[config.mk]
export PLATFORM = sky130hd
export DESIGN_NAME = na_reactor_sequencer_flat
export DESIGN_NICKNAME = d
export VERILOG_FILES = /design/src/rtl/na_reactor_sequencer_if.sv /design/src/rtl/na_reactor_sequencer.sv /design/src/flat_wrapper.sv
export SDC_FILE = /design/constraint.sdc
export NUM_CORES = 1
export LEC_CHECK = 0
export CORE_ASPECT_RATIO = 1.4
export CORE_MARGIN = 5
export CORE_UTILIZATION = 45
export DETAILED_ROUTE_END_ITERATION = 7
export GPL_TIMING_DRIVEN = 0
export PLACE_DENSITY_LB_ADDON = 0.25
export SLEW_MARGIN = 40
export SYNTH_ARGS = -nofsm -noshare
export SYNTH_HDL_FRONTEND = slang
export SYNTH_SLANG_ARGS = --single-unit
[constraint.sdc]
create_clock -name clk -period 2.55 [get_ports clk]
set_input_delay 0.51 -clock clk [delete_from_list [all_inputs] [get_ports clk]]
set_output_delay 0.51 -clock clk [all_outputs]
set_load 0.005 [all_outputs]
[src/rtl/na_reactor_sequencer_if.sv]
// na_reactor_sequencer_if
// Host-side command/status bundle and valve-control lines of the
// two-lane nucleic-acid reactor sequencer.
//   master : host / bench side (drives start, abort, durations, wash_reps)
//   slave  : sequencer side   (drives valves, pumps, busy, done, aborted, phase)
interface na_reactor_sequencer_if #(
  parameter int CNT_W      = 16,
  parameter int WASH_MAX_W = 3
);
  logic                  start;
  logic                  abort;
  logic [CNT_W-1:0]      t_load;
  logic [CNT_W-1:0]      t_mix;
  logic [CNT_W-1:0]      t_trap;
  logic [CNT_W-1:0]      t_wash;
  logic [CNT_W-1:0]      t_elute;
  logic [WASH_MAX_W-1:0] wash_reps;

  logic lysis_ctl, wash_ctl, elute_ctl, horiz_ctl, vertical_ctl;
  logic loop_exit_ctl, bead_vtl_ctl, bead_trap_ctl, collection_ctl;
  logic pump1, pump2, pump3;
  logic busy, done, aborted;
  logic [2:0] phase;

  modport master (
    output start, abort, t_load, t_mix, t_trap, t_wash, t_elute, wash_reps,
    input  lysis_ctl, wash_ctl, elute_ctl, horiz_ctl, vertical_ctl,
           loop_exit_ctl, bead_vtl_ctl, bead_trap_ctl, collection_ctl,
           pump1, pump2, pump3, busy, done, aborted, phase
  );

  modport slave (
    input  start, abort, t_load, t_mix, t_trap, t_wash, t_elute, wash_reps,
    output lysis_ctl, wash_ctl, elute_ctl, horiz_ctl, vertical_ctl,
           loop_exit_ctl, bead_vtl_ctl, bead_trap_ctl, collection_ctl,
           pump1, pump2, pump3, busy, done, aborted, phase
  );
endinterface

[src/rtl/na_reactor_sequencer.sv]
// na_reactor_sequencer
// Timed sequencer for one extraction run on the two-lane reactor array:
// load lysate, mix on the peristaltic loop, trap beads, wash N times, elute.
// Ports:
//   clk, rst_n : system clock, asynchronous active-low reset
//   bus        : na_reactor_sequencer_if.slave (commands in; valves, pumps,
//                busy/done/aborted/phase out). All outputs are registered.
//
// state   | meaning
// --------+------------------------------------------------------------
// IDLE  0 | waiting for start, all valves closed
// LOAD  1 | lysate in: lysis + vertical
// MIX   2 | horizontal loop with rotating pump pattern
// TRAP  3 | loop exit, bead vertical, bead trap
// WASH  4 | wash + bead trap + vertical, repeated wash_reps times
// ELUTE 5 | elute + vertical + bead trap + collection
// DONE  6 | one-cycle completion, done=1
module na_reactor_sequencer #(
  parameter int CNT_W      = 16,
  parameter int PUMP_DIV   = 4,
  parameter int WASH_MAX_W = 3
) (
  input  logic clk,
  input  logic rst_n,
  na_reactor_sequencer_if.slave bus
);

  localparam logic [2:0] S_IDLE  = 3'd0;
  localparam logic [2:0] S_LOAD  = 3'd1;
  localparam logic [2:0] S_MIX   = 3'd2;
  localparam logic [2:0] S_TRAP  = 3'd3;
  localparam logic [2:0] S_WASH  = 3'd4;
  localparam logic [2:0] S_ELUTE = 3'd5;
  localparam logic [2:0] S_DONE  = 3'd6;

  localparam int DIV_W = (PUMP_DIV > 1) ? $clog2(PUMP_DIV) : 1;
  localparam logic [DIV_W-1:0] DIV_TOP = DIV_W'(PUMP_DIV - 1);

  logic [2:0]            state_q, state_d;
  logic [CNT_W-1:0]      cnt_q, cnt_d;
  logic [WASH_MAX_W-1:0] wash_left_q, wash_left_d;
  logic                  gap_q, gap_d;
  logic [2:0]            pstep_q, pstep_d;
  logic [DIV_W-1:0]      pdiv_q, pdiv_d;
  logic                  latch_en, aborted_d, expired;

  logic [CNT_W-1:0]      lt_mix, lt_trap, lt_wash, lt_elute;
  logic [WASH_MAX_W-1:0] lt_reps;

  logic [11:0] valves_q;
  logic [2:0]  phase_q;
  logic        busy_q, done_q, aborted_q;

  // Reload value for a phase of length max(n,1): counter runs n-1 .. 0.
  function automatic logic [CNT_W-1:0] reload(input logic [CNT_W-1:0] n);
    return (n == '0) ? '0 : n - CNT_W'(1);
  endfunction

  function automatic logic [2:0] pump_bits(input logic [2:0] step);
    logic [2:0] p;
    case (step)
      3'd0:    p = 3'b100;
      3'd1:    p = 3'b110;
      3'd2:    p = 3'b010;
      3'd3:    p = 3'b011;
      3'd4:    p = 3'b001;
      3'd5:    p = 3'b101;
      default: p = 3'b000;
    endcase
    return p;
  endfunction

  // Bit order: lysis, wash, elute, horiz, vertical, loop_exit, bead_vtl,
  // bead_trap, collection, pump1, pump2, pump3. A gap cycle closes everything.
  function automatic logic [11:0] valve_set(input logic [2:0] st, input logic gap,
                                            input logic [2:0] step);
    logic [11:0] v;
    v = '0;
    if (!gap) begin
      case (st)
        S_LOAD:  v = 12'b1000_1000_0000;
        S_MIX:   v = 12'b0001_0000_0000 | {9'd0, pump_bits(step)};
        S_TRAP:  v = 12'b0000_0111_0000;
        S_WASH:  v = 12'b0100_1001_0000;
        S_ELUTE: v = 12'b0010_1001_1000;
        default: v = '0;
      endcase
    end
    return v;
  endfunction

  assign expired = (cnt_q == '0);

  always_comb begin
    state_d     = state_q;
    cnt_d       = cnt_q;
    wash_left_d = wash_left_q;
    gap_d       = 1'b0;
    pstep_d     = pstep_q;
    pdiv_d      = pdiv_q;
    latch_en    = 1'b0;
    aborted_d   = 1'b0;

    // Pump step counter runs on its own divider; the entry gap cycle
    // primes it so the first visible step is 100 held for PUMP_DIV cycles.
    if (state_q == S_MIX) begin
      if (gap_q) begin
        pstep_d = 3'd0;
        pdiv_d  = DIV_TOP;
      end else if (pdiv_q == '0) begin
        pstep_d = (pstep_q == 3'd5) ? 3'd0 : pstep_q + 3'd1;
        pdiv_d  = DIV_TOP;
      end else begin
        pdiv_d  = pdiv_q - DIV_W'(1);
      end
    end

    if (state_q != S_IDLE && bus.abort) begin
      state_d   = S_IDLE;
      cnt_d     = '0;
      aborted_d = 1'b1;
    end else begin
      case (state_q)
        S_IDLE: if (bus.start) begin
          state_d  = S_LOAD;
          cnt_d    = reload(bus.t_load);
          latch_en = 1'b1;
        end
        S_LOAD: if (expired) begin
          state_d = S_MIX;
          cnt_d   = reload(lt_mix);
          gap_d   = 1'b1;
        end else cnt_d = cnt_q - CNT_W'(1);
        S_MIX: if (expired) begin
          state_d = S_TRAP;
          cnt_d   = reload(lt_trap);
          gap_d   = 1'b1;
        end else cnt_d = cnt_q - CNT_W'(1);
        S_TRAP: if (expired) begin
          gap_d = 1'b1;
          if (lt_reps == '0) begin
            state_d = S_ELUTE;
            cnt_d   = reload(lt_elute);
          end else begin
            state_d     = S_WASH;
            cnt_d       = reload(lt_wash);
            wash_left_d = lt_reps - WASH_MAX_W'(1);
          end
        end else cnt_d = cnt_q - CNT_W'(1);
        // Re-entering WASH keeps the same valve set, so no gap there.
        S_WASH: if (expired) begin
          if (wash_left_q == '0) begin
            state_d = S_ELUTE;
            cnt_d   = reload(lt_elute);
            gap_d   = 1'b1;
          end else begin
            cnt_d       = reload(lt_wash);
            wash_left_d = wash_left_q - WASH_MAX_W'(1);
          end
        end else cnt_d = cnt_q - CNT_W'(1);
        S_ELUTE: if (expired) begin
          state_d = S_DONE;
          cnt_d   = '0;
        end else cnt_d = cnt_q - CNT_W'(1);
        S_DONE:  state_d = S_IDLE;
        default: state_d = S_IDLE;
      endcase
    end
  end

  always_ff @(posedge clk or negedge rst_n) begin
    if (!rst_n) begin
      state_q     <= S_IDLE;
      cnt_q       <= '0;
      wash_left_q <= '0;
      gap_q       <= 1'b0;
      pstep_q     <= '0;
      pdiv_q      <= '0;
      lt_mix      <= '0;
      lt_trap     <= '0;
      lt_wash     <= '0;
      lt_elute    <= '0;
      lt_reps     <= '0;
      valves_q    <= '0;
      phase_q     <= '0;
      busy_q      <= 1'b0;
      done_q      <= 1'b0;
      aborted_q   <= 1'b0;
    end else begin
      state_q     <= state_d;
      cnt_q       <= cnt_d;
      wash_left_q <= wash_left_d;
      gap_q       <= gap_d;
      pstep_q     <= pstep_d;
      pdiv_q      <= pdiv_d;
      if (latch_en) begin
        lt_mix   <= bus.t_mix;
        lt_trap  <= bus.t_trap;
        lt_wash  <= bus.t_wash;
        lt_elute <= bus.t_elute;
        lt_reps  <= bus.wash_reps;
      end
      // Outputs are registered from the next-state view so they line up
      // with the state register.
      valves_q  <= valve_set(state_d, gap_d, pstep_d);
      phase_q   <= state_d;
      busy_q    <= (state_d != S_IDLE);
      done_q    <= (state_d == S_DONE);
      aborted_q <= aborted_d;
    end
  end

  assign {bus.lysis_ctl, bus.wash_ctl, bus.elute_ctl, bus.horiz_ctl,
          bus.vertical_ctl, bus.loop_exit_ctl, bus.bead_vtl_ctl,
          bus.bead_trap_ctl, bus.collection_ctl,
          bus.pump1, bus.pump2, bus.pump3} = valves_q;
  assign bus.phase   = phase_q;
  assign bus.busy    = busy_q;
  assign bus.done    = done_q;
  assign bus.aborted = aborted_q;

endmodule

[src/flat_wrapper.sv]
// flat-port wrapper written by rule: the top's interface ports become plain ports
module na_reactor_sequencer_flat 
#(
  parameter int CNT_W      = 16,
  parameter int PUMP_DIV   = 4,
  parameter int WASH_MAX_W = 3
)
  (clk, rst_n, bus_start, bus_abort, bus_t_load, bus_t_mix, bus_t_trap, bus_t_wash, bus_t_elute, bus_wash_reps, bus_lysis_ctl, bus_wash_ctl, bus_elute_ctl, bus_horiz_ctl, bus_vertical_ctl, bus_loop_exit_ctl, bus_bead_vtl_ctl, bus_bead_trap_ctl, bus_collection_ctl, bus_pump1, bus_pump2, bus_pump3, bus_busy, bus_done, bus_aborted, bus_phase);
  na_reactor_sequencer_if #(.CNT_W(CNT_W), .WASH_MAX_W(WASH_MAX_W)) bus_i ();
  input  logic clk;
  input  logic rst_n;
  input wire logic [$bits(bus_i.start)-1:0] bus_start;
  input wire logic [$bits(bus_i.abort)-1:0] bus_abort;
  input wire logic [$bits(bus_i.t_load)-1:0] bus_t_load;
  input wire logic [$bits(bus_i.t_mix)-1:0] bus_t_mix;
  input wire logic [$bits(bus_i.t_trap)-1:0] bus_t_trap;
  input wire logic [$bits(bus_i.t_wash)-1:0] bus_t_wash;
  input wire logic [$bits(bus_i.t_elute)-1:0] bus_t_elute;
  input wire logic [$bits(bus_i.wash_reps)-1:0] bus_wash_reps;
  output wire logic [$bits(bus_i.lysis_ctl)-1:0] bus_lysis_ctl;
  output wire logic [$bits(bus_i.wash_ctl)-1:0] bus_wash_ctl;
  output wire logic [$bits(bus_i.elute_ctl)-1:0] bus_elute_ctl;
  output wire logic [$bits(bus_i.horiz_ctl)-1:0] bus_horiz_ctl;
  output wire logic [$bits(bus_i.vertical_ctl)-1:0] bus_vertical_ctl;
  output wire logic [$bits(bus_i.loop_exit_ctl)-1:0] bus_loop_exit_ctl;
  output wire logic [$bits(bus_i.bead_vtl_ctl)-1:0] bus_bead_vtl_ctl;
  output wire logic [$bits(bus_i.bead_trap_ctl)-1:0] bus_bead_trap_ctl;
  output wire logic [$bits(bus_i.collection_ctl)-1:0] bus_collection_ctl;
  output wire logic [$bits(bus_i.pump1)-1:0] bus_pump1;
  output wire logic [$bits(bus_i.pump2)-1:0] bus_pump2;
  output wire logic [$bits(bus_i.pump3)-1:0] bus_pump3;
  output wire logic [$bits(bus_i.busy)-1:0] bus_busy;
  output wire logic [$bits(bus_i.done)-1:0] bus_done;
  output wire logic [$bits(bus_i.aborted)-1:0] bus_aborted;
  output wire logic [$bits(bus_i.phase)-1:0] bus_phase;
  assign bus_i.start = bus_start;
  assign bus_i.abort = bus_abort;
  assign bus_i.t_load = bus_t_load;
  assign bus_i.t_mix = bus_t_mix;
  assign bus_i.t_trap = bus_t_trap;
  assign bus_i.t_wash = bus_t_wash;
  assign bus_i.t_elute = bus_t_elute;
  assign bus_i.wash_reps = bus_wash_reps;
  assign bus_lysis_ctl = bus_i.lysis_ctl;
  assign bus_wash_ctl = bus_i.wash_ctl;
  assign bus_elute_ctl = bus_i.elute_ctl;
  assign bus_horiz_ctl = bus_i.horiz_ctl;
  assign bus_vertical_ctl = bus_i.vertical_ctl;
  assign bus_loop_exit_ctl = bus_i.loop_exit_ctl;
  assign bus_bead_vtl_ctl = bus_i.bead_vtl_ctl;
  assign bus_bead_trap_ctl = bus_i.bead_trap_ctl;
  assign bus_collection_ctl = bus_i.collection_ctl;
  assign bus_pump1 = bus_i.pump1;
  assign bus_pump2 = bus_i.pump2;
  assign bus_pump3 = bus_i.pump3;
  assign bus_busy = bus_i.busy;
  assign bus_done = bus_i.done;
  assign bus_aborted = bus_i.aborted;
  assign bus_phase = bus_i.phase;
  na_reactor_sequencer #(.CNT_W(CNT_W), .PUMP_DIV(PUMP_DIV), .WASH_MAX_W(WASH_MAX_W)) u_core (.clk(clk), .rst_n(rst_n), .bus(bus_i));
endmodule
==> metrics.yaml, run 1 <==
global_routing:
  grt_pass1_vias: 6975
  antenna_found_initial: 0
  grt-ovfl-total: 0
  grt_pass1_wl_mm: 35.00
  track_usage_pct: 23.60
  grt_max_degree: 65
yosys:
  synth.area.mux_share_pct: 1.435
  synth_top_family_by_area: "simple AND/OR/NAND/NOR gates"
  syn-cell-area_sq_um: 7148
  postSynth.asyncResetShare_pct: 100.0
  synth_cells: 892
  synth_simple_gate_area_share_pct: 29.70
  ys_seq_elements: 108
  synth_seq_area_share_pct: 37.81
  yosysTopAreaCellShare_pct: 37.81
  yosys_most_used_dff: "dfrtp_1"
  post-synth-top-count-cell: "nand2_1"
  synth_nets: 993
  synth_adder_area_share_pct: 2.451
  ys_top_cells_by_area: "dfrtp_1, nand2_1, xor2_1"
  synth_compound_area_share_pct: 17.10
  synth_area_per_cell_sq_um: 8.014
  synth_xor_area_share_pct: 7.719
  synth_top_area_cell: "dfrtp_1"
  synth.distinct_cells: 72
  ys_warn_count: 0
  synth_common_cells: "nand2_1, dfrtp_1, nor2_1, o21ai_0, xor2_1"
  synth-edff-count: 0
die:
  ios: 105
  start_util_pct: 45.80
  coreArea_sq_um: 15610
  die_w_um: 116.5
  die_h_um: 159.1
  die_area_sq_um: 18540
  rows: 54
critical_path:
  critical-path-top-delay-family: "simple AND/OR/NAND/NOR gates"
  critPathCaptureType: "flop"
  crit_type: "flop to flop"
  cp_slowest_cell: "or4b_4"
  path_buf_inv: 2
  cp.arrival_ns: 2.84
  start_kind: "flop"
  crit_cells: 9
  crit_start: "u_core.cnt_q[1]"
  r2r_end: "u_core.cnt_q[1]"
  cp.required_ns: 2.78
  critical_path.cell_chain: "inv_2 -> ha_4 -> or4b_4 -> or2_4 -> nor3_4 -> buf_8 -> o221ai_1 -> a31oi_1 -> o21ai_1"
  crit_fanout: 6
  reg2reg_from: "u_core.cnt_q[1]"
  r2r_cells: 9
  cpPeakStageDelay_ns: 0.45
  r2r_slack_ns: -0.06
  crit_end: "u_core.cnt_q[1]"
clock_network:
  cts_tree: "built"
  cts_buffers: 9
  insertion_delay_ns: 0.35
  cts_buffer_depth: 2
  cts_root_buf: "clkbuf_16"
  clk_pin_slew_ns: 0.08
  numClockSinks: 108
  htreeDepth: 3
power:
  clkPwrFrac_pct: 14.2
  share_comb_of_total_power_pct: 51.0
  switchingPower_mw: 4.659
  p_sw_share_pct: 47.66
  power_density_nw_per_um2: 1045
  internal-power_mw: 5.116
  vdd_drop_max_v: 0.0005443
  sequentialPowerShare_pct: 34.9
  cellLeakagePower_nw: 3.813
placement:
  dpl.hpwl_mm: 16.64
  io_buffers: 103
  place_congestion: 1.002
run_status:
  status: "complete, but fails checks"
  violations: "negative setup slack"
sta:
  slew_headroom_pct: 50.85
  max_freq_ghz: 0.3834
  tightestPinTransition_ns: 0.7372
  hold_viol: 0
  fin_crit_ns: 2.608
  rsz0062_at_grt: "true"
  setup_viol: 3
  drv_slew: 0
  finClkSkew_ns: 0.007568
  fin_crit_sh_pct: 102.3
  timing.final.ws_setup_ns: -0.05813
  setup_tns_ns: -0.07312
  hold_slack_ns: 0.02868
routing:
  wl_per_cell_um: 18.21
  drt-initial-drc-count: 461
  wl_mm: 22.35
  num_vias: 7193
  viasPerCell: 5.862
  dr.pass1.iters: 6
  drc: 0
  final_antenna_net_count: 0
finish:
  fin_util_pct: 59.94
  final_nets: 1127
  antennaDiodeCount: 0
  syn_to_final_growth_pct: 30.88
  drive_gt1_share_pct: 13.29
  fill_cells: 1377
worst_hold_path:
  hp-class: "input pin to asynchronous set/reset pin"
flow_run:
  cap_violations: 0
[cell families after synthesis]
family	after synthesis
simple gates	444
compound gates	184
flops	108
buf+inv	69
xor+xnor	63
fa+ha+maj	14
mux	10
[cells in the final DEF, fill, tap and decap left out, types with 6 or more instances in the layout]
| master | n |
|---|---|
| xor2_1 | 43 |
| o21ai_1 | 9 |
| clkdlybuf4s50_1 | 102 |
| buf_2 | 6 |
| nor2_1 | 56 |
| inv_1 | 27 |
| a21oi_1 | 27 |
| nand4_1 | 18 |
| nor3_1 | 26 |
| o21ai_0 | 41 |
| buf_6 | 8 |
| nand2_1 | 215 |
| or4_1 | 7 |
| a31oi_1 | 6 |
| a22oi_1 | 6 |
| o22ai_1 | 14 |
| dfrtp_1 | 107 |
| nand3_1 | 18 |
| clkbuf_16 | 9 |
| clkbuf_1 | 19 |
| o211ai_1 | 9 |
| nor4_1 | 19 |
| buf_4 | 16 |
| or2_2 | 6 |
| nor3_2 | 8 |
| or3_1 | 11 |
| o31ai_1 | 8 |
| xnor2_1 | 20 |
| ha_1 | 12 |
| mux2i_1 | 8 |
| clkbuf_2 | 8 |
[metrics by stage]
| step | cells | setup slack, ns | power (mW) | area [sq um] |
|---|---|---|---|---|
| 2_1_floorplan | 892 | 0.003369 | 6.202 | 7152 |
| 3_3_place_gp | 1191 | -3.213 | 7.611 | 8428 |
| 3_5_place_dp | 1192 | -0.7264 | 7.710 | 8479 |
| 4_1_cts | 1220 | 0.0007681 | 9.318 | 9021 |
| 5_1_grt | 1227 | -0.1069 | 10.45 | 9355 |
| 6_report | 1227 | -0.05813 | 9.775 | 9355 |
[flip-flops by register name (all words and copies together) (netlist names), 2 cells and up]
register / flops
u_core.cnt_q: 16
u_core.pstep_q: 3
u_core.lt_elute: 16
u_core.state_q: 3
u_core.lt_trap: 16
u_core.lt_mix: 16
u_core.lt_wash: 16
u_core.lt_reps: 3
u_core.valves_q: 10
u_core.pdiv_q: 2
u_core.wash_left_q: 3
[power by group through the flow]
stage	Clock, mW	Sequential (mW)	Combinational [mW]
after floorplan	0	3.07	3.13
after global placement	0	3.31	4.30
after detailed placement	0	3.34	4.37
after CTS	1.40	3.34	4.57
after global routing	1.46	3.52	5.46
final	1.38	3.41	4.98
[worst min-delay path by stage]
stage,startpoint,end
floorplan,rst_n,u_core.bus.aborted
global placement,u_core.pdiv_q[0],u_core.pdiv_q[0]
detailed placement,rst_n,u_core.lt_elute[4]
CTS,rst_n,u_core.lt_elute[4]
global route,rst_n,u_core.lt_elute[4]
finish,rst_n,u_core.lt_elute[4]
[worst reg2reg max path: stages (launching register included)]
cell and delay [ns]:
dfrtp_1 0.42, inv_2 0.10, ha_4 0.13, or4b_4 0.45, or2_4 0.30, nor3_4 0.30, buf_8 0.17, o221ai_1 0.19
a31oi_1 0.34, o21ai_1 0.09
[area by class of cell]
class | instances | area (sq um) | area share (%)
Multi-Input combinational cell | 716 | 4577 | 48.92
Sequential cell | 108 | 2704 | 28.90
Timing Repair Buffer | 124 | 1240 | 13.25
Tap cell | 196 | 245.2 | 2.621
Clock buffer | 10 | 229.0 | 2.448
Buffer | 37 | 186.4 | 1.993
Inverter | 30 | 117.6 | 1.257
Clock inverter | 6 | 56.30 | 0.6018
[what timing repair did]
| item | 4_1_cts | 5_1_grt |
|---|---|---|
| pin swaps | 6 | 17 |
| gates cloned | 0 | 1 |
| hold buffers | 0 | 0 |
| buffers inserted | 12 | 8 |
| gates resized for setup | 41 | 81 |
| setup endpoints to repair | 69 | 80 |
[layer usage]
layer / wire length [um] / track usage, % / up-vias
met2: 11120 / 40.03 / 298
met1: 8609 / 28.87 / 3362
met4: 1122 / 11.03 / 0
li1: - / - / 3463
met3: 1493 / 3.650 / 70
met5: 0 / 0 / -
Power figures use the tool's default switching activity.
==> run 2: changes to the inputs <==
Settings changed: ABC_AREA set to 1.
==> run 2 against run 1 <==
  * Critical path depth is 4 higher
  * Design area grew 3.7%
  * Final cell count increased by 32%
  * Largest power group unchanged
  * Utilization decreased by 4.4 points
  * Sequential share of layout area fell by 1.0 points
  * The run now ends clean
  * Register-to-register slack better by 0.40 ns
  * Clock skew rose by 0.0061 ns
  * Synthesized cell count is 42% higher
==> metrics.yaml, run 2 <==
yosys:
  post-synth-top-count-cell: "nand2_1"
  yosys_most_used_dff: "dfrtp_1"
  synth.distinct_cells: 38  # -47%
  yosysTopAreaCellShare_pct: 33.69  # -4.1 points
  ys_warn_count: 0  # unchanged
  ys_top_cells_by_area: "dfrtp_1, nand2_1, nor2_1"
  synth-edff-count: 0  # unchanged
  synth_seq_area_share_pct: 33.69  # -4.1 points
  synth_top_area_cell: "dfrtp_1"
  synth_nets: 1367  # +38%
  synth_common_cells: "nand2_1, nor2_1, inv_1, nand3_1, dfrtp_1"
  synth_area_per_cell_sq_um: 6.336  # -21%
  postSynth.asyncResetShare_pct: 100.0  # unchanged
  synth_cells: 1266  # +42%
  syn-cell-area_sq_um: 8021  # +12%
  ys_seq_elements: 108  # unchanged
routing:
  wl_per_cell_um: 15.24  # -16%
  viasPerCell: 5.124  # -13%
  drt-initial-drc-count: 492  # +6.7%
  drc: 0  # unchanged
  final_antenna_net_count: 0  # unchanged
  top_layer_used: "met4"
  route.met2.wl_mm: 13.19  # +19%
  wl_mm: 24.74  # +11%
  num_vias: 8317  # +16%
  m1WireLength_mm: 9.514  # +11%
  met3_length_um: 928  # -38%
  dr.pass1.iters: 5  # -1
finish:
  drive_gt1_share_pct: 6.128  # -7.2 points
  final_cell_mix: "nand2_1, nor2_1, inv_1"
  antennaDiodeCount: 0  # unchanged
  syn_to_final_growth_pct: 20.95
  final_nets: 1483  # +32%
  final_common_cell: "nand2_1"
placement:
  dpl.hpwl_mm: 19.88  # +20%
  place_ws_ns: -0.01904  # +0.7074 ns
  io_buffers: 104  # +0.97%
  place_congestion: 0.9605  # -4.1%
clock_network:
  hold_buffers: 0  # unchanged
  numClockSinks: 108  # unchanged
  htreeDepth: 3  # unchanged
  cts.repair.resized: 0  # -100%
  cts_root_buf: "clkbuf_16"
  cts_buffers: 9  # unchanged
  insertion_delay_ns: 0.36  # about the same
  cts_tree: "built"
  cts_buffer_depth: 2  # unchanged
  clk_pin_slew_ns: 0.08  # about the same
  post_cts_buffers: 0  # -12
power:
  cellLeakagePower_nw: 4.731  # +24%
  power_density_nw_per_um2: 1008  # -3.5%
  vdd_drop_max_v: 0.0004744  # -13%
sta:
  setup_tns_ns: 0  # +0.07312 ns
  fin_crit_sh_pct: 87.31  # -15 points
  setup_viol: 0  # -3
  hold_viol: 0  # unchanged
  fin_crit_ns: 2.226  # -0.3816 ns
  finClkSkew_ns: 0.01366  # +0.006092 ns
  timing.final.ws_setup_ns: 0.3235  # +0.3816 ns
  max_freq_ghz: 0.4491  # +17%
  slew_headroom_pct: 63.48  # +13 points
  drv_slew: 0  # unchanged
  tightestPinTransition_ns: 0.5478  # -0.1894 ns
  rsz0062_at_grt: "false"
die:
  die_h_um: 168.0  # +5.6%
  rows: 57  # +5.6%
  die_w_um: 122.8  # +5.4%
  start_util_pct: 45.91  # +0.11 points
  die_area_sq_um: 20630  # +11%
  ios: 105  # unchanged
  coreArea_sq_um: 17470  # +12%
critical_path:
  cp.required_ns: 2.86  # +0.08 ns
  start_kind: "input pin"
  cp.arrival_ns: 2.53  # -0.31 ns
  critPathCaptureType: "flop"
  crit_fanout: 4  # -2
  crit_type: "input pin to flop"
global_routing:
  grt_pass1_vias: 8225  # +18%
  grt_max_degree: 73  # +12%
  grt-ovfl-total: 0  # unchanged
  track_usage_pct: 24.45  # +0.85 points
  antenna_found_initial: 0  # unchanged
  grt_pass1_wl_mm: 40.03  # +14%
worst_hold_path:
  hp-class: "input pin to asynchronous set/reset pin"
flow_run:
  cap_violations: 0  # unchanged
run_status:
  status: "finished, final reports clean"
## run 2: changes by cell type after synthesis, sizes merged, moves of 20 or more
cell,delta
inv,+136
nor3,-22
clkbuf,-20
nor4,-23
nand2,+195
o21ai,+55
nand3,+93
nor2,+125
## run 2: kinds of logic after synthesis
kind of cell               count (synthesis)  share of synthesized area (%)
and+or+nand+nor                          750                          39.59
buffers and inverters                    195                          9.655
xor gates and xnor gates                  37                          4.040
adders and majority gates                 14                          2.184
DFF                                      108                          33.69
AOI/OAI and AO/OA                        162                          10.84
## run 2: power by group
part | total, mW | internal, mW | switching (mW) | leakage (nW)
logic | 5.18 | 1.80 | 3.38 | 3.23
clock network | 1.50 | 0.799 | 0.701 | 0.149
registers | 3.10 | 2.41 | 0.695 | 1.35
## run 2: layout make-up
| class | instances | area [sq um] |
|---|---|---|
| Buffer | 26 | 138.9 |
| Fill cell | 1804 | 7771 |
| Multi-Input combinational cell | 963 | 4544 |
| Sequential cell | 108 | 2703 |
| Timing Repair Buffer | 105 | 1074 |
| Clock inverter | 6 | 72.57 |
| Inverter | 169 | 635.6 |
| Clock buffer | 10 | 239.0 |
| Tap cell | 236 | 295.3 |
## run 2: critical path: stages
cell and delay (ns):
clkdlybuf4s50_1 0.43, inv_1 0.11, ha_1 0.19, nand2_1 0.11, nor2_1 0.21, inv_1 0.10
nor2_1 0.24, nand3_1 0.12, nand2_1 0.08, nand3_1 0.06, a21oi_1 0.22, nand2_1 0.08
nand2_1 0.06
## run 2: stage by stage
step | instances | util (%) | area (sq um) | total power, mW | hold slack (ns)
finish | 1623 | 55.52 | 9702 | 9.784 | 0.008854
floorplan | 1266 | - | 8021 | 6.680 | 0.2144
global route | 1623 | 55.52 | 9702 | 10.70 | 0.02785
global placement | 1606 | 53.56 | 9358 | 8.149 | 0.4961
CTS | 1623 | 55.52 | 9702 | 9.775 | 0.01536
detailed placement | 1607 | 53.74 | 9390 | 8.250 | 0.4017
## run 2: metal layers
metal | GRT usage (%) | vias up
met5 | 0 | -
met4 | 11.45 | 0
met3 | 2.953 | 58
met2 | 45.44 | 204
met1 | 27.08 | 3846
li1 | - | 4209
## run 2: path summary, 6_finish.rpt
| check | endpoint | depth (start not counted) | slack (ns) | startpoint |
|---|---|---|---|---|
| worst min-delay path | u_core.lt_reps[1] | 1 | 0.009 | rst_n |
| min in group clk | u_core.wash_left_q[0] | 2 | 0.53 | u_core.wash_left_q[0] |
| worst min register to register | u_core.wash_left_q[0] | 2 | 0.53 | u_core.wash_left_q[0] |
| max in group asynchronous | u_core.bus.aborted | 2 | 1.88 | rst_n |
| worst max-delay path | u_core.cnt_q[14] | 13 | 0.32 | bus_t_load[0] |
| worst max register to register | u_core.cnt_q[4] | 14 | 0.34 | u_core.cnt_q[0] |
==> run 3: changes to the inputs <==
Settings changed: REMOVE_ABC_BUFFERS set to 1, SKIP_LAST_GASP set to 1.
==> run 3 against run 2 <==
  * Worst setup slack lost 0.15 ns
  * Non-clock buffer count shrank 25
  * Clock-buffer cell count shrank 1
  * Clock power is essentially flat
  * Routed wire length shrank 6.4%
  * Global-route usage shrank 1.2 points
  * Sequential share of layout area grew 0.33 points
  * Critical path depth is the same
  * Die area is the same
  * Combinational power shrank 4.2%
==> metrics.yaml, run 3 (same netlist as run 2, synthesis figures left out) <==
run_status:
  status: "finished, final reports clean"
critical_path:
  critPathCaptureType: "flop"
  r2r_slack_ns: 0.17  # -0.17 ns
  critical_path.cell_chain: "inv_1 -> ha_1 -> nand4_1 -> nor2_1 -> nand2_2 -> inv_1 -> o21ai_0 -> inv_1 -> nand2_1 -> nand2_1 -> nand2_1 -> nand3_1 -> nand2_1"
  crit_fanout: 14  # +10
  start_kind: "flop"
  cp.required_ns: 2.81  # -0.05 ns
  cp_slowest_cell: "inv_1"
  cp.arrival_ns: 2.63  # +0.10 ns
  cp_common_cell: "nand2_1"
  cpPeakStageDelay_ns: 0.45  # +0.02 ns
  r2r_cells: 13  # -1
  crit_type: "flop to flop"
sta:
  drv_slew: 0  # unchanged
  fin_crit_sh_pct: 93.16  # +5.8 points
  finClkSkew_ns: 0.01008  # -0.003576 ns
  max_freq_ghz: 0.4210  # -6.3%
  hold_viol: 0  # unchanged
  hold_slack_ns: 0.02131  # +0.01245 ns
  rsz0062_at_grt: "false"
  setup_viol: 0  # unchanged
  fin_crit_ns: 2.376  # +0.1491 ns
  tightestPinTransition_ns: 0.8348  # +0.2870 ns
  slew_headroom_pct: 44.35  # -19 points
die:
  die_h_um: 168.0  # unchanged
  rows: 57  # unchanged
  die_w_um: 122.8  # unchanged
  coreArea_sq_um: 17470  # unchanged
  start_util_pct: 45.91  # unchanged
  die_area_sq_um: 20630  # unchanged
  ios: 105  # unchanged
global_routing:
  grt_pass1_wl_mm: 38.09  # -4.8%
  grt-ovfl-total: 0  # unchanged
  antenna_found_initial: 0  # unchanged
  track_usage_pct: 23.23  # -1.2 points
  grt_max_degree: 74  # +1.4%
  grt_pass1_vias: 7856  # -4.5%
finish:
  final_nets: 1458  # -1.7%
  final_cell_mix: "nand2_1, nor2_1, inv_1"
  antennaDiodeCount: 0  # unchanged
  syn_to_final_growth_pct: 19.53
  final_common_cell: "nand2_1"
  layoutNonFillerInstCount: 1598  # -1.5%
  drive_gt1_share_pct: 5.360  # -0.77 points
  fin_util_pct: 54.87  # -0.65 points
flow_run:
  cap_violations: 0  # unchanged
clock_network:
  htreeDepth: 3  # unchanged
  cts_root_buf: "clkbuf_16"
  insertion_delay_ns: 0.37  # about the same
  cts_tree: "built"
  cts_buffer_depth: 2  # unchanged
  post_cts_buffers: 0  # unchanged
  numClockSinks: 108  # unchanged
  cts.repair.resized: 0  # unchanged
  hold_buffers: 0  # unchanged
  cts_buffers: 9  # unchanged
  clk_pin_slew_ns: 0.08  # about the same
worst_hold_path:
  hp-class: "input pin to asynchronous set/reset pin"
routing:
  dr.pass1.iters: 6  # +1
  num_vias: 8089  # -2.7%
  drt-initial-drc-count: 480  # -2.4%
  drc: 0  # unchanged
  wl_per_cell_um: 14.50  # -4.9%
  viasPerCell: 5.062  # -1.2%
  wl_mm: 23.17  # -6.4%
  final_antenna_net_count: 0  # unchanged
power:
  vdd_drop_max_v: 0.0004227  # -11%
  power_density_nw_per_um2: 996.5  # -1.2%
  cellLeakagePower_nw: 4.652  # -1.7%
placement:
  place_inst: 1582  # -1.6%
  io_buffers: 104  # unchanged
  dpl.hpwl_mm: 18.08  # -9.0%
  place_congestion: 0.9354  # -2.6%
## run 3: cell types whose count changed in the layout (fill, tap and decap cells not counted)
cell,previous run,this run
clkbuf_1,11,0
buf_4,9,0
buf_2,6,0
inv_6,1,5
clkinv_4,3,1
buf_12,0,1
clkbuf_8,1,0
clkinv_2,1,2
clkinvlp_4,1,0
inv_1,155,154
nor2_1,170,169
nor2_4,5,6
## run 3: worst paths after layout
path | startpoint | end
setup / recovery | u_core.cnt_q[0] | u_core.cnt_q[1]
hold / removal | rst_n | u_core.lt_elute[4]
setup reg to reg | u_core.cnt_q[0] | u_core.cnt_q[1]
hold reg to reg | u_core.wash_left_q[0] | u_core.wash_left_q[0]
max in group asynchronous | rst_n | u_core.cnt_q[3]
min in group clk | u_core.wash_left_q[0] | u_core.wash_left_q[0]
## run 3: stage by stage
step	worst slack, ns	power, mW	TNS (ns)	area (sq um)
floorplan	-0.2711	6.603	-17.55	7883
global placement	-3.322	7.974	-462.32	9219
detailed placement	0.003632	8.051	0	9279
CTS	0.009851	9.578	0	9583
global route	0.01792	10.55	0	9588
finish	0.1744	9.554	0	9588
## run 3: cell type report
class	count	area (sq um)
Fill cell	1777	7885
Multi-Input combinational cell	963	4552
Sequential cell	108	2703
Timing Repair Buffer	106	1094
Inverter	169	640.6
Tap cell	236	295.3
Clock buffer	9	225.2
Clock inverter	7	78.83
## run 3: critical path, delay by kind of cell, from the launching register on
kind | cells | cell delay [ns]
compound gates | 1 | 0.22
fa+ha+maj | 1 | 0.22
buf+inv | 3 | 0.67
flops | 1 | 0.43
simple gates | 8 | 0.72
## run 3: where the power goes
part	internal [mW]	leakage, nW	switching (mW)
Clock	0.777	0.151	0.713
Sequential	2.41	1.35	0.699
Combinational	1.74	3.15	3.21
Total	4.93	4.65	4.62
## run 3: metal layers
metal  track usage [%]  wire length [um]
met1             26.85              9318
met2             41.73             11880
met3             2.886               931
met4             11.16              1036
met5                 0                 0
